[src/rtl/uds_fetch_arb_pkg.sv]
// Shared definitions for the UDS fetch arbiter: address map, word count, FSM states.
package uds_fetch_arb_pkg;

  localparam logic [7:0] ADDR_UDS_FIRST = 8'h10;
  localparam int         UDS_WORDS      = 8;

  typedef enum logic [2:0] {
    ST_IDLE  = 3'd0,
    ST_FETCH = 3'd1,
    ST_HOLD  = 3'd2,
    ST_DONE  = 3'd3,
    ST_ABORT = 3'd4
  } state_t;

  // Word index to uds address.
  function automatic logic [7:0] uds_word_addr(input logic [2:0] i);
    return ADDR_UDS_FIRST + {5'b0, i};
  endfunction

endpackage

[src/rtl/uds_fetch_arb_timer.sv]
// Loadable up-counter with clear/enable and a terminal-count flag; times the
// wait for seq_ack on each held word.
module uds_fetch_arb_timer #(
  parameter int           W      = 10,
  parameter logic [W-1:0] TC_VAL = '1
) (
  input  logic         clk,
  input  logic         reset_n,
  input  logic         clr,
  input  logic         en,
  input  logic         load,
  input  logic [W-1:0] load_val,
  output logic         tc
);

  logic [W-1:0] count;

  // Clear has priority over load, load over count.
  always_ff @(posedge clk or negedge reset_n) begin
    if (!reset_n)  count <= '0;
    else if (clr)  count <= '0;
    else if (load) count <= load_val;
    else if (en)   count <= count + 1'b1;
  end

  assign tc = (count == TC_VAL);

endmodule

[src/rtl/uds_fetch_arb.sv]
// Shares the uds read port between the CPU and a hardware consumer that pulls
// an 8-word burst with a valid/ack handshake. The CPU passes straight through
// while idle and is stalled while a burst owns the port.
module uds_fetch_arb
  import uds_fetch_arb_pkg::*;
#(
  parameter int TIMEOUT_CYCLES = 1024
) (
  input  logic        clk,
  input  logic        reset_n,
  input  logic        fw_app_mode,
  input  logic        cpu_cs,
  input  logic [7:0]  cpu_address,
  output logic [31:0] cpu_read_data,
  output logic        cpu_ready,
  input  logic        seq_start,
  output logic        seq_busy,
  output logic [31:0] seq_data,
  output logic        seq_valid,
  input  logic        seq_ack,
  output logic        seq_done,
  output logic        seq_error,
  output logic        uds_cs,
  output logic [7:0]  uds_address,
  input  logic [31:0] uds_read_data,
  input  logic        uds_ready
);

  localparam int TW = $clog2(TIMEOUT_CYCLES);

  state_t      state;
  logic [2:0]  idx;
  logic        pending;
  logic [31:0] hold_reg;
  logic        valid_q, done_q, err_q;
  logic        tmo;
  logic        idle_pass;

  uds_fetch_arb_timer #(
    .W      (TW),
    .TC_VAL (TW'(TIMEOUT_CYCLES - 1))
  ) u_timer (
    .clk      (clk),
    .reset_n  (reset_n),
    .clr      (state == ST_FETCH),
    .en       (state == ST_HOLD),
    .load     (1'b0),
    .load_val ('0),
    .tc       (tmo)
  );

  // Burst sequencer; done/error/valid are registered alongside the state.
  always_ff @(posedge clk or negedge reset_n) begin
    if (!reset_n) begin
      state    <= ST_IDLE;
      idx      <= '0;
      pending  <= 1'b0;
      hold_reg <= '0;
      valid_q  <= 1'b0;
      done_q   <= 1'b0;
      err_q    <= 1'b0;
    end else begin
      done_q <= 1'b0;
      err_q  <= 1'b0;
      case (state)
        ST_IDLE: begin
          // A pending burst waits for a CPU-free cycle; the CPU wins collisions.
          if (pending) begin
            if (!cpu_cs) state <= ST_FETCH;
          end else if (seq_start) begin
            if (fw_app_mode) err_q   <= 1'b1;
            else             pending <= 1'b1;
          end
        end
        ST_FETCH: begin
          hold_reg <= uds_read_data;
          pending  <= 1'b0;
          valid_q  <= 1'b1;
          state    <= ST_HOLD;
        end
        ST_HOLD: begin
          // An ack in the timeout cycle still counts as accepted.
          if (seq_ack) begin
            valid_q <= 1'b0;
            if (idx == 3'(UDS_WORDS - 1)) begin
              idx      <= '0;
              hold_reg <= '0;
              done_q   <= 1'b1;
              state    <= ST_DONE;
            end else begin
              idx   <= idx + 3'd1;
              state <= ST_FETCH;
            end
          end else if (tmo) begin
            valid_q <= 1'b0;
            err_q   <= 1'b1;
            state   <= ST_ABORT;
          end
        end
        ST_DONE:  state <= ST_IDLE;
        ST_ABORT: begin
          hold_reg <= '0;
          idx      <= '0;
          state    <= ST_IDLE;
        end
        default:  state <= ST_IDLE;
      endcase
    end
  end

  // Port mux: CPU pass-through when idle, sequencer fetch otherwise; all quiet in reset.
  always_comb begin
    idle_pass     = (state == ST_IDLE) && reset_n;
    uds_cs        = idle_pass ? cpu_cs : (state == ST_FETCH);
    uds_address   = idle_pass ? cpu_address :
                    ((state == ST_FETCH) ? uds_word_addr(idx) : 8'h00);
    cpu_read_data = idle_pass ? uds_read_data : 32'h0;
    cpu_ready     = idle_pass ? uds_ready : 1'b0;
    seq_valid     = valid_q;
    seq_data      = valid_q ? hold_reg : 32'h0;
    seq_done      = done_q;
    seq_error     = err_q;
    seq_busy      = pending || (state != ST_IDLE);
  end

endmodule
[config.mk]
export PLATFORM = sky130hd
export DESIGN_NAME = uds_fetch_arb
export DESIGN_NICKNAME = d
export VERILOG_FILES = /design/src/rtl/uds_fetch_arb_pkg.sv /design/src/rtl/uds_fetch_arb_timer.sv /design/src/rtl/uds_fetch_arb.sv
export SDC_FILE = /design/constraint.sdc
export NUM_CORES = 1
export LEC_CHECK = 0
export BUFFER_PORTS_ARGS = -buffer_cell sky130_fd_sc_hd__buf_2
export CORE_AREA = 2 2 101 103
export DETAILED_ROUTE_END_ITERATION = 8
export DIE_AREA = 0 0 103 105
export HOLD_SLACK_MARGIN = 0.02
export PLACE_DENSITY = 0.51
export SETUP_SLACK_MARGIN = 0.15
export SLEW_MARGIN = 20
export SYNTH_ARGS = -nofsm -noshare
export SYNTH_HDL_FRONTEND = slang
export SYNTH_HIERARCHICAL = 1
export SYNTH_SLANG_ARGS = --single-unit
[constraint.sdc]
create_clock -name clk -period 4.95 [get_ports clk]
set_clock_uncertainty 0.05 [all_clocks]
set_input_delay 0.99 -clock clk [delete_from_list [all_inputs] [get_ports clk]]
set_output_delay 0.99 -clock clk [all_outputs]
set_load 0.1 [all_outputs]
# [Yosys cells after proc, flatten, opt, wreduce, memory -nomap -nowiden]
# Cells that the tools add are included.
[word_totals] register_bits=52 in_bits=47 output_inout_bits=78 elab_cells=69
[classes] n_addsub=3 n_eq_ne=10 mux=36 reduce_logical=12
[op_table] cell="$mux 32" n=4
[op_table] cell="$pmux 32 s3" n=1
[op_table] cell="$mux 10" n=2
[op_table] cell="$mux 3" n=6
[op_table] cell="$mux 1" n=15
[op_table] cell="$add 10x1->10 const B" n=1
[op_table] cell="$eq 10x10->1 const B" n=1
[op_table] cell="$pmux 3 s3" n=1
[op_table] cell="$mux 8" n=1
[op_table] cell="$ne 2x2->1 const B" n=4
[op_table] cell="$add 5x3->6 const A" n=1
[op_table] cell="$eq 3x3->1 const B" n=2
[op_table] cell="$mux 6" n=1
[op_table] cell="$pmux 1 s2" n=3
[op_table] cell="$pmux 3 s2" n=1
[op_table] cell="$reduce_and 3->1" n=2
[op_table] cell="$reduce_bool 2->1" n=3
[op_table] cell="$reduce_bool 3->1" n=2
[op_table] cell="$reduce_and 2->1" n=2
[op_table] cell="$add 3x1->3 const B" n=1
[op_table] cell="$eq 3x1->1 const B" n=1
[op_table] cell="$eq 3x2->1 const B" n=1
[op_table] cell="$logic_not 3->1" n=1
[op_table] cell="$ne 3x3->1 const B" n=1
[op_table] cell="3 further kinds" n=3

# [Logic depth before layout (Yosys ltp)]
# Gate-level depths: netlist of the first run.
[depth] depth_word=4 ltp_mapped=7 ltp_nobuf=6

# [Cells and area by module]
# The synthesis of the first run kept the hierarchy.
[by_module_without_submodules] mod="uds_fetch_arb" n_inst=1 cells_per_inst=210 area_per_inst_um2=2263.4 seq_area_each_um2=1051.0
[by_module_without_submodules] mod="uds_fetch_arb_timer" n_inst=1 cells_per_inst=67 area_per_inst_um2=604.3 seq_area_each_um2=250.2

# [Worst setup path before layout of the first run]
# No wires, ideal clock.
[synth_path] kind="input -> output" from="input port reset_n" to="output port uds_address[2]" t_arrival_ns=2.291 t_required_ns=3.910 path_slack_ns=1.619 cell_stages=3 n_path_buf=1 path_cell_list="nor4b_4 > clkbuf_1 > a22o_1"
[synth_between] elab_chain_len=2
[synth_rtl] element="from (decl)" line="uds_fetch_arb.sv:10" rtl="input logic reset_n,"
[synth_rtl] element="$logic_and 1x1->1" line="uds_fetch_arb.sv:113" rtl="idle_pass = (state == ST_IDLE) && reset_n;"
[synth_rtl] element="$mux 8" line="uds_fetch_arb.sv:115" rtl="uds_address = idle_pass ? cpu_address :"
[synth_rtl] element="to (decl)" line="uds_fetch_arb.sv:24" rtl="output logic [7:0] uds_address,"
# Every way passes these cells.

# [Worst setup path after layout of the first run]
[layout_path] from="register state[1]" to="output port uds_address[0]"
[layout_between] elab_chain_len=3 elab_cells_between_ends=5 classes_between="eq/ne (1); mux (2); reduce/logical (2)"
[layout_rtl] element="from (decl)" line="uds_fetch_arb.sv:31" rtl="state_t state;"
[layout_rtl] element="from (signal assigned)" line="uds_fetch_arb.sv:55" rtl="state <= ST_IDLE;"
[layout_rtl] element="from (signal assigned)" line="uds_fetch_arb.sv:69" rtl="if (!cpu_cs) state <= ST_FETCH;"
[layout_rtl] element="from (signal assigned)" line="uds_fetch_arb.sv:79" rtl="state <= ST_HOLD;"
[layout_rtl] element="$eq 3x1->1 / $logic_not 3->1 (equally long branches)" line="uds_fetch_arb.sv:116, uds_fetch_arb.sv:113"
[layout_rtl] element="$mux 6 / $logic_and 1x1->1 (equally long branches)" line="uds_fetch_arb.sv:116, uds_fetch_arb.sv:113"
[layout_rtl] element="$mux 8 *" line="uds_fetch_arb.sv:115"
# Mark *: on every way between the ends. The rest lies on a longest branch, timed or not.

==> key figures, run 1 <==
Outcome
  – Outcome: complete, no violations

STA
  – Max Fclk: 311 MHz
  – Slew HR: 40.8%
  – Final setup fails: 0
  – Final min period: 3.22 ns
  – Final worst-path cycle share: 65.0%
  – RSZ-0062 raised after global routing: no
  – Slew @ Worst Pin: 0.888 ns
  – Final hold violations: 0
  – Max-slew violations: 0
  – Final setup TNS: 0 ns
  – Final setup margin: 1.73 ns

Flow run
  – Max-Cap Viols: 0

Route
  – DRC: 0
  – Drt wl/cell: 13.9 um
  – Vias: 2437
  – Vias/cell: 4.56
  – Drt pass-1 iters: 4
  – Final WL: 7.43 mm
  – Final ANT Viol Nets: 0
  – DR iter-0 viols: 79

Clock network
  – Clk root buf: clkbuf_8
  – Max clock buf depth: 2
  – Post-CTS sizing: 0
  – Post-CTS Hold Fix Bufs: 0
  – Total CTS buffers: 5
  – H-tree depth: 2
  – TritonCTS clock tree: yes
  – Setup repair bufs after CTS: 0
  – Skew-Pair Late Insertion Delay: 0.30 ns
  – Clk sinks: 52
  – Clk slew on worst S/H paths: 0.09 ns

Setup path
  – Critical Path AT: 2.18 ns
  – Startpoint types: flip-flop
  – Setup crit end kind: output pin
  – Critical path buffers and inverters: 1
  – Crit path kind: flip-flop to output pin
  – Crit path max-delay cell type: dfrtp_1
  – Max FO, Critical Path: 17
  – CP top delay family: simple AND/OR/NAND/NOR gates
  – CP cell instances: nor2_1 -> and2_1 -> a22o_1 -> buf_12
  – CP max stage delay: 0.61 ns
  – WP data required: 3.91 ns

Logic synthesis
  – Asr flop ratio synth: 100%
  – Flops & latches, synth: 52
  – Count of cell types in the netlist: 47
  – Mapped Cells: 277
  – Mapped cell area: 2870 um^2
  – Syn. warnings: 6
  – Sequential element share of the synthesized area: 45.4%
  – Post-synth top area cell: dfrtp_1
  – Post-synth EDFFs: 0
  – Top-count cell post-synth: and2_1
  – Synth top cells by count: and2_1 (71), dfrtp_1 (52), a22o_1 (35), nand2_1 (13), nor2_1 (13)
  – Syn avg cell area: 10.4 um^2
  – Dominant cells by area after synthesis: dfrtp_1 (45%), and2_1 (15%), a22o_1 (11%)
  – Main synth FF type: dfrtp_1
  – Top cell type's share of synthesized area: 45.4%

Finish
  – Area delta synth->final: 50.1%
  – Largest register FFs: 32
  – Filler Cell Count: 961
  – Nets: 450
  – Antenna diodes: 0
  – Fraction of layout cells with a size suffix above 1: 36.7%

Die
  – IO Count: 125
  – Die area: 10800 um^2
  – Die width: 103 um
  – Die Ht: 105 um
  – Cell row count: 36
  – Initial Utilization: 29.8%
  – CORE AREA: 9640 um^2

GRT
  – Pin count of the biggest net entering global routing: 53
  – All-Layer GR Usage: 13.7%
  – Initial antenna violation count: 0
  – First-pass GRT wire length: 11.9 mm
  – Total gr overflow: 0
  – Vias in the first global route: 2300

Hold path
  – HP Class: flip-flop to flip-flop

Placement
  – Number of port buffers: 124
  – Worst slack, placed: 1.85 ns
  – Final Wtd Congestion: 0.744
  – Detailed placer's ending HPWL: 5.44 mm
placed cells by master, fill, tap and decap left out, types with 4 or more instances in the layout:
cell / instances
nor2_1: 13
clkbuf_8: 5
conb_1: 11
buf_12: 42
and2_1: 71
a21oi_1: 5
o21ai_0: 6
inv_1: 4
buf_4: 4
dfrtp_1: 52
a22o_1: 35
buf_2: 82
nand2_1: 13
xor2_1: 4
worst reg2reg max path, cell delays in order, from the launching register on:
cell and delay, ns:
dfrtp_1 0.73, or3b_4 0.48, inv_1 0.22, nand3_1 0.21, or4_1 0.43, a311oi_1 0.25
layer usage:
layer / wire length, um / up-vias / GRT usage, % / part of all wire (%)
met5: 0 / - / 0 / 0
met4: 54 / 0 / 2.82 / 0.73
met3: 494 / 6 / 2.88 / 6.6
met2: 3430 / 80 / 21.8 / 46
met1: 3450 / 1140 / 19.2 / 46
li1: - / 1211 / - / -
per-stage QoR:
step / util, % / instances / hold WS, ns / area [um^2]
2_1_floorplan: - / 287 / 0.408 / 2910
3_3_place_gp: 43.5 / 526 / 0.425 / 4200
3_5_place_dp: 43.5 / 526 / 0.424 / 4200
4_1_cts: 44.7 / 534 / 0.454 / 4300
5_1_grt: 44.7 / 534 / 0.463 / 4300
6_report: 44.7 / 534 / 0.446 / 4300
path summary, 6_finish.rpt:
kind,startpoint,slack [ns],end,cells after the start
min in group asynchronous,reset_n,0.77,hold_reg[24]$_DFFE_PN0P_,2
max in group asynchronous,reset_n,3.65,seq_valid$_DFFE_PN0P_,2
setup reg to reg,state[1]$_DFFE_PN0P_,2.49,u_timer/count[7]$_DFFE_PN0P_,5
hold / removal,hold_reg[31]$_DFFE_PN0P_,0.45,hold_reg[31]$_DFFE_PN0P_,1
hold reg to reg,hold_reg[31]$_DFFE_PN0P_,0.45,hold_reg[31]$_DFFE_PN0P_,1
setup / recovery,state[1]$_DFFE_PN0P_,1.73,uds_address[0],4
layout make-up:
type | instances | area (um^2) | area share, %
clock buffers | 6 | 72.6 | 1.69
clock inverters | 2 | 35.0 | 0.814
inverters | 4 | 15.0 | 0.349
multi-input cells | 209 | 1430 | 33.3
flip-flops and latches | 52 | 1300 | 30.2
well taps | 133 | 166 | 3.87
repair buffers | 128 | 1280 | 29.8
cells by family (layout without fill, tap and decap cells):
logic type / after synthesis / after routing / share of synthesized area [%]
buffers and inverters: 26 / 140 / 5.98
other: 1 / 11 / 0.131
XOR/XNOR: 4 / 4 / 1.22
adder cells (fa/ha/maj): 3 / 3 / 1.31
multiplexers: 1 / 1 / 0.393
AND/OR/NAND/NOR: 122 / 122 / 26.4
flip-flops: 52 / 52 / 45.4
AO/OA/AOI/OAI: 68 / 68 / 19.2
Power of run 1 is not shown: default switching activity piles up to over one toggle a cycle in this logic, so the estimate is an artifact.
==> inputs of run 2 (changes only) <==
--- a/config.mk
+++ b/config.mk
@@ -10,7 +10,7 @@
 export DETAILED_ROUTE_END_ITERATION = 8
 export DIE_AREA = 0 0 103 105
 export HOLD_SLACK_MARGIN = 0.02
-export PLACE_DENSITY = 0.51
+export PLACE_DENSITY = 0.53
 export SETUP_SLACK_MARGIN = 0.15
 export SLEW_MARGIN = 20
 export SYNTH_ARGS = -nofsm -noshare
==> constraint.sdc (replaced) <==
create_clock -name clk -period 2.65 [get_ports clk]
set_clock_uncertainty 0.05 [all_clocks]
set_input_delay 0.53 -clock clk [delete_from_list [all_inputs] [get_ports clk]]
set_output_delay 0.53 -clock clk [all_outputs]
set_load 0.1 [all_outputs]
==> run 2 against run 1 <==
  * Count of clock-buffer cells in the layout fell by 1
  * Critical path depth did not move
  * First-iteration DRC count rose by 2.5%
  * Non-clock buffer count rose by 2
  * Sequential share of layout area fell by 0.48 points
  * Global-route usage rose by 0.096 points
  * Final cell count rose by 0.37%
  * Via count rose by 0.90%
  * Largest cell class unchanged
==> key figures, run 2 (synthesized netlist as in run 1, its figures left out) <==
Setup path
  – WP data required: 2.07 ns (-1.84 ns)
  – Worst reg2reg setup slack: 0.43 ns (-2.06 ns)
  – CP max stage delay: 0.51 ns (-0.10 ns)
  – CP top delay family: simple AND/OR/NAND/NOR gates
  – Critical Path AT: 1.79 ns (-0.39 ns)
  – CP cell instances: nor4b_4 -> buf_8 -> and2_1 -> buf_12
  – Max FO, Critical Path: 36 (+19)
  – Critical path buffers and inverters: 2 (+1)
  – Setup crit end kind: output pin
  – Crit path kind: flip-flop to output pin
  – Crit path max-delay cell type: dfrtp_2
  – Startpoint types: flip-flop

Route
  – Final ANT Viol Nets: 0 (unchanged)
  – Drt wl/cell: 13.7 um (-1.6%)
  – Final WL: 7.34 mm (-1.2%)
  – DRC: 0 (unchanged)
  – DR iter-0 viols: 81 (+2.5%)
  – Drt pass-1 iters: 4 (unchanged)
  – Vias/cell: 4.59 (+0.53%)
  – Vias: 2459 (+0.90%)

Placement
  – Placed insts: 528 (+0.38%)
  – Number of port buffers: 124 (unchanged)
  – Final Wtd Congestion: 0.792 (+6.5%)
  – Detailed placer's ending HPWL: 5.42 mm (-0.37%)
  – Placed inst area: 4260 um^2 (+1.6%)

Finish
  – Register area: 1310 um^2 (+0.29%)
  – Nets: 452 (+0.44%)
  – Multi-input gate area: 1470 um^2 (+2.7%)
  – Filler Cell Count: 935 (-2.7%)
  – Layout Cells excl Fill: 536 (+0.37%)
  – Most frequent cells in the layout: buf_2 (82), dfrtp_1 (49), buf_12 (43), and2_1 (40), a22o_1 (35)
  – Most common cell after layout, fill and taps aside: buf_2
  – Fraction of layout cells with a size suffix above 1: 45.7% (+9.0 points)
  – Post-route cell area: 4390 um^2 (+1.9%)
  – Post-layout util: 45.5% (+0.84 points)
  – Antenna diodes: 0 (unchanged)
  – Area delta synth->final: 52.9%
  – Largest register FFs: 32 (unchanged)

GRT
  – All-Layer GR Usage: 13.8% (+0.096 points)
  – Initial antenna violation count: 0 (unchanged)
  – First-pass GRT wire length: 12.0 mm (+0.12%)
  – Total gr overflow: 0 (unchanged)
  – Vias in the first global route: 2338 (+1.7%)
  – Pin count of the biggest net entering global routing: 53 (unchanged)

Clock network
  – Post-CTS Hold Fix Bufs: 0 (unchanged)
  – TritonCTS clock tree: yes
  – H-tree depth: 2 (unchanged)
  – Clk root buf: clkbuf_8
  – Max clock buf depth: 2 (unchanged)
  – Setup repair bufs after CTS: 0 (unchanged)
  – Clk sinks: 52 (unchanged)
  – Total CTS buffers: 5 (unchanged)
  – Clk slew on worst S/H paths: 0.09 ns (about the same)
  – Skew-Pair Late Insertion Delay: 0.30 ns (about the same)

Hold path
  – HP Class: primary input to async pin

Die
  – Die Ht: 105 um (unchanged)
  – Initial Utilization: 29.8% (unchanged)
  – Cell row count: 36 (unchanged)
  – Die width: 103 um (unchanged)
  – CORE AREA: 9640 um^2 (unchanged)
  – IO Count: 125 (unchanged)
  – Die area: 10800 um^2 (unchanged)

STA
  – Max Fclk: 421 MHz
  – Final min period: 2.37 ns
  – Max-slew violations: 0 (unchanged)
  – Final setup TNS: 0 ns (unchanged)
  – Final worst-path cycle share: 89.6%
  – RSZ-0062 raised after global routing: no
  – Final setup fails: 0 (unchanged)
  – Final hold violations: 0 (unchanged)
  – Slew @ Worst Pin: 0.646 ns (-0.242 ns)
  – Slew HR: 56.9% (+16 points)

Outcome
  – Outcome: complete, no violations

Flow run
  – Max-Cap Viols: 0 (unchanged)
==> run 2: cell types whose count changed in the layout (fill, tap and decap cells not counted), sizes merged <==
cell | previous run | this run
buf | 128 | 130
clkinvlp | 0 | 1
clkbuf | 6 | 5
==> run 2: area by class of cell <==
type | count | area share (%)
Multi-Input combinational cell | 209 | 33.6
Timing Repair Buffer | 130 | 30.0
Sequential cell | 52 | 29.8
Tap cell | 133 | 3.79
Clock buffer | 5 | 1.57
Clock inverter | 3 | 0.970
Inverter | 4 | 0.342
==> run 2: worst register-to-register path: stages, from the launching register on <==
cell and delay (ns):
dfrtp_2 0.54, or3b_4 0.44, inv_1 0.21, nand3_1 0.20, or4_1 0.43, a311oi_1 0.26
==> run 2: final timing paths <==
| kind | endpoint | depth (start not counted) | start |
|---|---|---|---|
| setup / recovery | uds_address[7] | 4 | state[2]$_DFFE_PN0P_ |
| hold / removal | idx[2]$_DFFE_PN0P_ | 2 | reset_n |
| setup reg to reg | u_timer/count[7]$_DFFE_PN0P_ | 5 | state[1]$_DFFE_PN0P_ |
| hold reg to reg | hold_reg[13]$_DFFE_PN0P_ | 1 | hold_reg[13]$_DFFE_PN0P_ |
| max in group asynchronous | state[0]$_DFFE_PN0P_ | 2 | reset_n |
| min in group clk | hold_reg[20]$_DFFE_PN0P_ | 2 | uds_read_data[20] |
==> run 2: per-stage QoR <==
step / worst slack [ns] / hold WS, ns
3_3_place_gp: 0.414 / 0.425
5_1_grt: 0.165 / 0.373
2_1_floorplan: 0.239 / 0.184
6_report: 0.277 / 0.297
4_1_cts: 0.151 / 0.337
3_5_place_dp: 0.288 / 0.424
==> run 2: timing repair <==
action                                  4_1_cts  5_1_grt
gates cloned                                  0        0
endpoints found under the hold margin         0        0
pin swaps                                     0        0
resized for setup                             2        4
endpoints found under the setup margin       39       40
==> run 2: routing by layer <==
metal  global-route usage (%)  routed length [um]
met5                        0                   0
met1                     19.0                3370
met3                     2.81                 448
met4                     2.54                  45
met2                     22.5                3470
Power of run 2 is left out for the same reason.
